## src/rtl/pipelined_shifter_if.sv

```systemverilog
// Operation/result handshake bundle for pipelined_shifter.
// slave is the shifter side; master is the producer/consumer side.
interface pipelined_shifter_if #(
   parameter int WIDTH = 32,
   parameter int TAG_W = 4
);
   localparam int STAGES = $clog2(WIDTH);
   localparam int OCC_W  = $clog2(STAGES) + 1;

   logic             in_valid;
   logic             in_ready;
   logic [WIDTH-1:0] in_data;
   logic [31:0]      in_shamt;
   logic [1:0]       in_mode;
   logic [TAG_W-1:0] in_tag;
   logic             out_valid;
   logic             out_ready;
   logic [WIDTH-1:0] out_data;
   logic [TAG_W-1:0] out_tag;
   logic [OCC_W-1:0] occupancy;

   modport master (
      output in_valid, in_data, in_shamt, in_mode, in_tag, out_ready,
      input  in_ready, out_valid, out_data, out_tag, occupancy
   );

   modport slave (
      input  in_valid, in_data, in_shamt, in_mode, in_tag, out_ready,
      output in_ready, out_valid, out_data, out_tag, occupancy
   );
endinterface

```

## src/rtl/pipelined_shifter.sv

```systemverilog
// Purpose: SLL/SRL/SRA/ROR barrel shifter, one register stage per shift-amount bit.
// Latency: log2(WIDTH) stages; the accepting edge loads stage 0, the last stage is the output.
// Backpressure: a held result freezes every stage and drops in_ready; bubbles are not compacted.
module pipelined_shifter #(
   parameter int WIDTH = 32,
   parameter int TAG_W = 4
) (
   input  logic                clk,
   input  logic                reset,
   pipelined_shifter_if.slave  bus
);
   localparam int STAGES = $clog2(WIDTH);
   localparam int OCC_W  = $clog2(STAGES) + 1;
   localparam int LAST   = STAGES - 1;

   localparam logic [1:0] MODE_SLL = 2'b00;
   localparam logic [1:0] MODE_SRL = 2'b01;
   localparam logic [1:0] MODE_SRA = 2'b10;

   typedef struct packed {
      logic              vld;
      logic [1:0]        mode;
      logic [TAG_W-1:0]  tag;
      logic              sign;
      logic              ovf;
      logic [STAGES-1:0] shamt;
      logic [WIDTH-1:0]  dat;
   } stageT;

   stageT            stg [STAGES];
   stageT            nxt [STAGES];
   stageT            entry;
   stageT            src;
   logic [OCC_W-1:0] occ;
   logic             stall;
   logic             inReady;
   logic             inXfer;
   logic             outXfer;

   function automatic logic [WIDTH-1:0] stepShift(input logic [WIDTH-1:0] d,
                                                  input logic [1:0] mode,
                                                  input logic sign,
                                                  input int s);
      logic signed [WIDTH:0] ext;
      ext = '0;
      case (mode)
         MODE_SLL: stepShift = d << s;
         MODE_SRL: stepShift = d >> s;
         MODE_SRA: begin
            ext       = $signed({sign, d}) >>> s;
            stepShift = ext[WIDTH-1:0];
         end
         default:  stepShift = (d >> s) | (d << (WIDTH - s));
      endcase
   endfunction

   assign stall   = stg[LAST].vld && !bus.out_ready;
   assign inReady = !stall;
   assign inXfer  = bus.in_valid && inReady;
   assign outXfer = stg[LAST].vld && bus.out_ready;

   always_comb begin
      entry       = '0;
      entry.vld   = bus.in_valid;
      entry.mode  = bus.in_mode;
      entry.tag   = bus.in_tag;
      entry.sign  = bus.in_data[WIDTH-1];
      entry.ovf   = |bus.in_shamt[31:STAGES];
      entry.shamt = bus.in_shamt[STAGES-1:0];
      entry.dat   = bus.in_data;
      src         = '0;
      for (int k = 0; k < STAGES; k++) begin
         if (k == 0) src = entry;
         else        src = stg[k-1];
         nxt[k] = src;
         if (src.shamt[k]) nxt[k].dat = stepShift(src.dat, src.mode, src.sign, 1 << k);
      end
      // Out-of-range amounts saturate at the final stage; rotate just wraps.
      if (nxt[LAST].ovf) begin
         if (nxt[LAST].mode == MODE_SRA)
            nxt[LAST].dat = {WIDTH{nxt[LAST].sign}};
         else if (nxt[LAST].mode == MODE_SLL || nxt[LAST].mode == MODE_SRL)
            nxt[LAST].dat = '0;
      end
   end

   always_ff @(posedge clk) begin
      if (reset) begin
         for (int k = 0; k < STAGES; k++) stg[k] <= '0;
         occ <= '0;
      end else begin
         if (!stall) begin
            for (int k = 0; k < STAGES; k++) stg[k] <= nxt[k];
         end
         case ({inXfer, outXfer})
            2'b10:   occ <= occ + 1'b1;
            2'b01:   occ <= occ - 1'b1;
            default: occ <= occ;
         endcase
      end
   end

   assign bus.in_ready  = inReady;
   assign bus.out_valid = stg[LAST].vld;
   assign bus.out_data  = stg[LAST].dat;
   assign bus.out_tag   = stg[LAST].tag;
   assign bus.occupancy = occ;
endmodule
```

## src/flat_wrapper.sv

```systemverilog
// flat-port wrapper written by rule: the top's interface ports become plain ports
module pipelined_shifter_flat 
#(
   parameter int WIDTH = 32,
   parameter int TAG_W = 4
)
  (clk, reset, bus_in_valid, bus_in_data, bus_in_shamt, bus_in_mode, bus_in_tag, bus_out_ready, bus_in_ready, bus_out_valid, bus_out_data, bus_out_tag, bus_occupancy);
  pipelined_shifter_if #(.WIDTH(WIDTH), .TAG_W(TAG_W)) bus_i ();
  input  logic clk;
  input  logic reset;
  input wire logic [$bits(bus_i.in_valid)-1:0] bus_in_valid;
  input wire logic [$bits(bus_i.in_data)-1:0] bus_in_data;
  input wire logic [$bits(bus_i.in_shamt)-1:0] bus_in_shamt;
  input wire logic [$bits(bus_i.in_mode)-1:0] bus_in_mode;
  input wire logic [$bits(bus_i.in_tag)-1:0] bus_in_tag;
  input wire logic [$bits(bus_i.out_ready)-1:0] bus_out_ready;
  output wire logic [$bits(bus_i.in_ready)-1:0] bus_in_ready;
  output wire logic [$bits(bus_i.out_valid)-1:0] bus_out_valid;
  output wire logic [$bits(bus_i.out_data)-1:0] bus_out_data;
  output wire logic [$bits(bus_i.out_tag)-1:0] bus_out_tag;
  output wire logic [$bits(bus_i.occupancy)-1:0] bus_occupancy;
  assign bus_i.in_valid = bus_in_valid;
  assign bus_i.in_data = bus_in_data;
  assign bus_i.in_shamt = bus_in_shamt;
  assign bus_i.in_mode = bus_in_mode;
  assign bus_i.in_tag = bus_in_tag;
  assign bus_i.out_ready = bus_out_ready;
  assign bus_in_ready = bus_i.in_ready;
  assign bus_out_valid = bus_i.out_valid;
  assign bus_out_data = bus_i.out_data;
  assign bus_out_tag = bus_i.out_tag;
  assign bus_occupancy = bus_i.occupancy;
  pipelined_shifter #(.WIDTH(WIDTH), .TAG_W(TAG_W)) u_core (.clk(clk), .reset(reset), .bus(bus_i));
endmodule
```

## config.mk

```make
export PLATFORM = sky130hd
export DESIGN_NAME = pipelined_shifter_flat
export DESIGN_NICKNAME = d
export VERILOG_FILES = /design/src/rtl/pipelined_shifter_if.sv /design/src/rtl/pipelined_shifter.sv /design/src/flat_wrapper.sv
export SDC_FILE = /design/constraint.sdc
export NUM_CORES = 1
export LEC_CHECK = 0
export CORE_MARGIN = 2
export CORE_UTILIZATION = 52
export DETAILED_ROUTE_END_ITERATION = 8
export GPL_ROUTABILITY_DRIVEN = 0
export GPL_TIMING_DRIVEN = 0
export PLACE_DENSITY = 0.75
export SLEW_MARGIN = 5
export SYNTH_ARGS = -nofsm -noshare
export SYNTH_HDL_FRONTEND = slang
export SYNTH_SLANG_ARGS = --single-unit
```

## constraint.sdc

```tcl
create_clock -name clk -period 3.85 [get_ports clk]
set_clock_uncertainty 0.15 [all_clocks]
set_input_delay 0.77 -clock clk [delete_from_list [all_inputs] [get_ports clk]]
set_output_delay 0.77 -clock clk [all_outputs]
set_load 0.005 [all_outputs]
```

==> flow_summary_export.csv <==
group,metric,value,unit
outcome,outcome,"finished clean",
yosys,ys_ff_latch,215,
yosys,synth_nets,1139,
sta,min_period,2.850,ns
clocking,ctsHoldBuffers,0,
sta,final_hold_viol_count,0,
global_routing,grt_pass1_wl,38060,µm
power_and_ir_drop,powerDensity,401.0,mW/mm²
sta,tns,0,ns
worst_setup_path,cp_top_family,"buffers and inverters",
clocking,cts_tree,"done",
route,vias,8499,
sta,fin_ws,1.000,ns
clocking,cts.clk_slew.worst_paths,0.06,ns
yosys,synth_edf_count,211,
finish,syn2layout_area_growth,19.89,%
clocking,clkLatencyLatePin,0.50,ns
yosys,async_reset_ff_share,0,%
clocking,cts_made_buffers,22,
route,routedWlPerCell,15.68,µm
global_routing,grt_overflow,0,
yosys,syn_inst,1062,
clocking,clockBufferDepth,3,
power_and_ir_drop,leakagePower,4.862,nW
sta,fin_crit_sh,74.02,%
global_routing,antenna_found_initial,0,
clocking,clkSinkCount,215,
sta,timing.fmax,0.3509,GHz
route,drtIter0Drc,706,
sta,slew_headroom,66.05,%
yosys,ys.flop_type,"edfxtp_1",
route,drc,0,
finish,num_antenna_cells,0,
finish,drive_gt1_share,9.622,%
sta,worst_pin_slew,0.5092,ns
floorplan,fp.coreArea,0.02102,mm²
power_and_ir_drop,power,5.355,mW
floorplan,row_count,53,
worst_setup_path,crit_chain,"clkdlybuf4s50_1 -> nand2b_2 -> clkdlybuf4s50_1",
worst_setup_path,worstPathRequired,2.93,ns
worst_setup_path,critPathBufInv,2,
worst_setup_path,end_kind,"output port",
worst_setup_path,cpMaxStageDelayCell,"clkdlybuf4s50_1",
floorplan,dieWidth,150.4,µm
route,drt_first_pass_iters,7,
clocking,cts_setup_buffers,0,
worst_setup_path,crit_fanout,5,
worst_setup_path,crit_type,"input port to output port",
worst_setup_path,crit_top_cell,"clkdlybuf4s50_1",
finish,fin_nets,1279,
floorplan,start_util,52.99,%
yosys,syn-cell-area,0.01114,mm²
worst_setup_path,startpoint_type,"input port",
clocking,clockRootBuffer,"clkbuf_16",
sta,slew_viol_final,0,
placed_design,place_ws,0.7370,ns
route,ant_nets,0,
yosys,synth_cell_types,44,
clocking,cts_resized,0,
floorplan,io_pins,116,
placed_design,io_buffers,113,
global_routing,grt_max_degree,73,
yosys,syn_area_per_cell,10.49,µm²
hold_path,hp-class,"flip-flop to flip-flop",
worst_setup_path,max_stage_delay,0.52,ns
run,maxCapViolCount,0,
global_routing,grt_pass1_vias,8003,
placed_design,dpl.hpwl,17470,µm
power_and_ir_drop,irDropWorstVdd,0.3287,mV
finish,fillCellCount,1642,
sta,finalSetupViolCount,0,
floorplan,die_h,150.4,µm
clocking,htree_levels,1,
floorplan,die_area,0.02261,mm²
worst_setup_path,arrival,1.93,ns
yosys,ys_warn_count,0,
route,routed_wirelength,23380,µm
yosys,yosysSeqAreaShare,57.60,%
route,viasPerCell,5.700,
sta,grt_setup_unrepaired,"false",
global_routing,grt_usage,21.03,%
==> worst register-to-register path, cell delays in order, from the launching register on <==
cell	delay, ns
edfxtp_1	0.43
nand2b_2	0.16
nand2_1	0.11
ha_1	0.29
xor2_1	0.18
ha_1	0.20
a21oi_1	0.14
xor2_1	0.10
or3_1	0.31
a21oi_1	0.13
==> cell usage after synthesis (4+ instances only) <==
master      n  area share [%]
edfxtp_1  211              57
nand2_1   188             6.3
nor2_1    120             4.0
a311oi_1   98             7.7
and2_1     65             3.7
o21ai_0    60             2.7
a21oi_1    50             2.2
clkbuf_1   50             1.7
buf_4      38             2.6
buf_2      32             1.4
nand2b_1   18             1.0
a22o_1     16             1.3
o221ai_1   16             1.3
a211oi_1   14            0.94
a22oi_1    14            0.94
nand3_1    13            0.58
buf_6       6            0.61
nor4_1      6            0.34
buf_1       5            0.17
dfxtp_1     4            0.72
==> power by group <==
group          internal [mW]  total, mW  switching [mW]
logic                  0.282      0.590           0.308
registers               2.72       2.82           0.105
clock network           1.15       1.94           0.797
==> sequential cells by signal, indices dropped and copies added, names as in the netlist <==
signal                flops
u_core.stg              211
u_core.bus.occupancy      4
==> layout make-up <==
class | count | area, µm² | area share (%)
flip-flops and latches | 215 | 6416 | 48.04
multi-input cells | 712 | 3989 | 29.87
repair buffers | 116 | 1206 | 9.031
plain buffers | 133 | 729.5 | 5.462
clock buffers | 27 | 590.6 | 4.422
well taps | 275 | 344.1 | 2.576
clock inverters | 11 | 72.57 | 0.5434
inverters | 2 | 7.507 | 0.05621
==> per-stage QoR <==
step | instance area [µm²] | util (%) | std cells | hold slack, ns
floorplan | 11140 | - | 1062 | 0.3467
global placement | 12620 | 60.02 | 1450 | 0.3506
detailed placement | 12690 | 60.38 | 1453 | 0.3526
CTS | 13360 | 63.53 | 1491 | 0.3669
global route | 13360 | 63.53 | 1491 | 0.3870
finish | 13360 | 63.53 | 1491 | 0.3614
==> final timing paths <==
check	from	to	slack (ns)	cells past startpoint
worst max-delay path	bus_out_ready	bus_in_ready	1.00	3
worst max register to register	u_core.stg[0][229]	u_core.bus.occupancy[2]	1.59	9
worst min register to register	u_core.stg[0][45]	u_core.stg[0][91]	0.36	1
worst min-delay path	u_core.stg[0][45]	u_core.stg[0][91]	0.36	1
==> cells in the final DEF (no fill, tap or decap), drive strengths merged, types with 16 or more instances in the layout <==
master	count
a311oi	98
buf	84
a21oi	50
and2	65
o21ai	60
o221ai	16
clkbuf	79
nor2	122
a22o	16
clkdlybuf4s50	113
edfxtp	211
nand2	188
nand2b	20
==> per-layer routing <==
metal  track usage, %  routed length [µm]
met3            3.000                1289
met1            23.58                8951
met4            11.98                1251
met5                0                   0
met2            38.16               11890
==> logic make-up after synthesis <==
kind of cell             after synthesis  synth area share, %
AO/OA/AOI/OAI                        276                17.68
XOR/XNOR                               4               0.3820
adder cells (fa/ha/maj)                3               0.3370
buffers and inverters                135                6.616
flip-flops                           215                57.60
multiplexers                           3               0.2920
AND/OR/NAND/NOR                      426                17.10
(Power assumes the default switching activity.)
==> variant (same flow settings) <==
`TAG_W` is set to 4 in 3 places; all go to 3.
--- a/src/rtl/pipelined_shifter_if.sv
+++ b/src/rtl/pipelined_shifter_if.sv
@@ -2,7 +2,7 @@
 // slave is the shifter side; master is the producer/consumer side.
 interface pipelined_shifter_if #(
    parameter int WIDTH = 32,
-   parameter int TAG_W = 4
+   parameter int TAG_W = 3
 );
    localparam int STAGES = $clog2(WIDTH);
    localparam int OCC_W  = $clog2(STAGES) + 1;
--- a/src/rtl/pipelined_shifter.sv
+++ b/src/rtl/pipelined_shifter.sv
@@ -3,7 +3,7 @@
 // Backpressure: a held result freezes every stage and drops in_ready; bubbles are not compacted.
 module pipelined_shifter #(
    parameter int WIDTH = 32,
-   parameter int TAG_W = 4
+   parameter int TAG_W = 3
 ) (
    input  logic                clk,
    input  logic                reset,
--- a/src/flat_wrapper.sv
+++ b/src/flat_wrapper.sv
@@ -2,7 +2,7 @@
 module pipelined_shifter_flat 
 #(
    parameter int WIDTH = 32,
-   parameter int TAG_W = 4
+   parameter int TAG_W = 3
 )
   (clk, reset, bus_in_valid, bus_in_data, bus_in_shamt, bus_in_mode, bus_in_tag, bus_out_ready, bus_in_ready, bus_out_valid, bus_out_data, bus_out_tag, bus_occupancy);
   pipelined_shifter_if #(.WIDTH(WIDTH), .TAG_W(TAG_W)) bus_i ();
Interface: changed (resized bus_in_tag and bus_out_tag); port bits go from 116 to 114. The function was not compared with the original's and may differ.
==> variant against the unedited design <==
Clock power grew 16%; routed wire length grew 4.6%; design area grew 0.66%; core utilization grew 0.42 points; worst setup slack lost 18 ps; sequential cell count shrank 5; synthesized area is essentially flat; power grew 5.1%; critical path type unchanged.
==> variant: results <==
[setup_path]
rr_startpoint = "u_core.stg[0][224]"
r2r_cells = 9
crit_arrival_ps = 1950
cp_slowest_cell = "clkdlybuf4s50_1"
cp_max_fo = 5
r2r_slack_ps = 1560
r2r-end = "u_core.bus.occupancy[2]"

[routing]
wl_met1_mm = 9.466
top_layer_used = "met4"
met2_length_mm = 12.28
drtIter0Drc = 784
dr.pass1.iters = 6
post_drt_wl_per_cell_um = 16.56
dr_total_vias = 8567
dr_wl_met3_mm = 1.379

[power_and_ir_drop]
netSwitchingPower_uw = 1275
power_frac_clock = 0.399
ir_drop_v = 0.0003251
p_seq_uw = 2760
p_sw_frac = 0.2265
p_leak_uw = 0.004846

[global_route]
grt_usage = 0.2155
grt_first_pass_wirelength_mm = 38.75
grt_max_degree = 74
grt_pass1_vias = 8056

[yosys]
synth-edff-count = 206
syn_avg_cell_area_um2 = 10.62
ys_warn_count = 0
synth_ff_type = "edfxtp_1"
synth_cell_types = 48
synthTopCellsByArea = "edfxtp_1, nand2_1, a311oi_1, nor2_1, a311oi_2"
syn-num-nets = 1126
synth_common_cells = "edfxtp_1, nand2_1, nor2_1, a311oi_1, and2_1"
async_flop_share = 0
seq_area_frac_synth = 0.5621

[hold_path]
min_from = "u_core.stg[0][80]"
hold_path_end = "u_core.stg[0][125]"
holdPathStages = 1

[place]
dpl-instance-area_mm2 = 0.01266
dp_hpwl_mm = 18.02
dp.cells = 1438
port_buffers = 111

[clocking]
cts_setup_buffers = 0
clk_pin_slew_ps = 60
numCtsBuffers = 22
clock_latency_ps = 510
cts_resized = 0
cts_htree_levels = 1
ctsRootBufferMaster = "clkbuf_16"

[timing]
relSlewSlack = 0.4296
hold_viol = 0
tns_ps = 0

[status]
status = "finished clean"

[final_layout]
largest_reg_flops = 206
antenna_cells = 0
final_cells = 1477
drive_gt1_frac = 0.1281
nets = 1263
==> variant: cell types whose count changed after synthesis, moves of 3 or more <==
| cell | change |
|---|---|
| a211oi_1 | -10 |
| a211oi_2 | +10 |
| a311oi_1 | -25 |
| a311oi_2 | +25 |
| and2_1 | -5 |
| buf_1 | +3 |
| buf_2 | -3 |
| edfxtp_1 | -5 |
| o21ai_0 | -6 |
| o21ai_1 | +6 |
==> variant: worst max-delay path by stage <==
stage / startpoint / endpoint / cells after the start
finish: bus_out_ready / bus_in_ready / 3
floorplan: bus_out_ready / u_core.stg[0][0] / 2
detailed placement: bus_out_ready / u_core.bus.occupancy[3] / 9
CTS: bus_out_ready / bus_in_ready / 3
global placement: bus_out_ready / u_core.stg[0][211] / 3
global route: bus_out_ready / bus_in_ready / 3
==> variant: metal layers <==
metal / global-route usage / up-vias
met1: 0.2492 / 3969
met3: 0.02606 / 96
li1: - / 4133
met5: 0 / -
met4: 0.1160 / 0
met2: 0.3893 / 369
==> variant: metrics by stage <==
stage / hold slack (ps) / setup slack, ps
final: 359.7 / 981.9
after global placement: 348.7 / -136.9
after floorplan: 346.7 / 773.8
after global routing: 383.3 / 933.6
after detailed placement: 351.4 / 715.2
after CTS: 362.5 / 973.3
==> variant: cell families (layout without fill, tap and decap cells) <==
kind of cell	count (synthesis)	after routing	share of synthesized area
fa+ha+maj	3	3	0.003367
buf+inv	133	285	0.06532
xor+xnor	4	4	0.003817
flops	210	210	0.5621
simple gates	421	421	0.1672
mux	3	3	0.002918
compound gates	276	276	0.1953
==> variant: final cells by class <==
type                    count  area (um2)
clock inverters            11       157.7
multi-input cells         707        4156
flip-flops and latches    210        6266
inverters                   2       7.507
well taps                 275       344.1
fillers                  1639        7579
repair buffers            113        1166
plain buffers             131       720.7
clock buffers              28       624.3
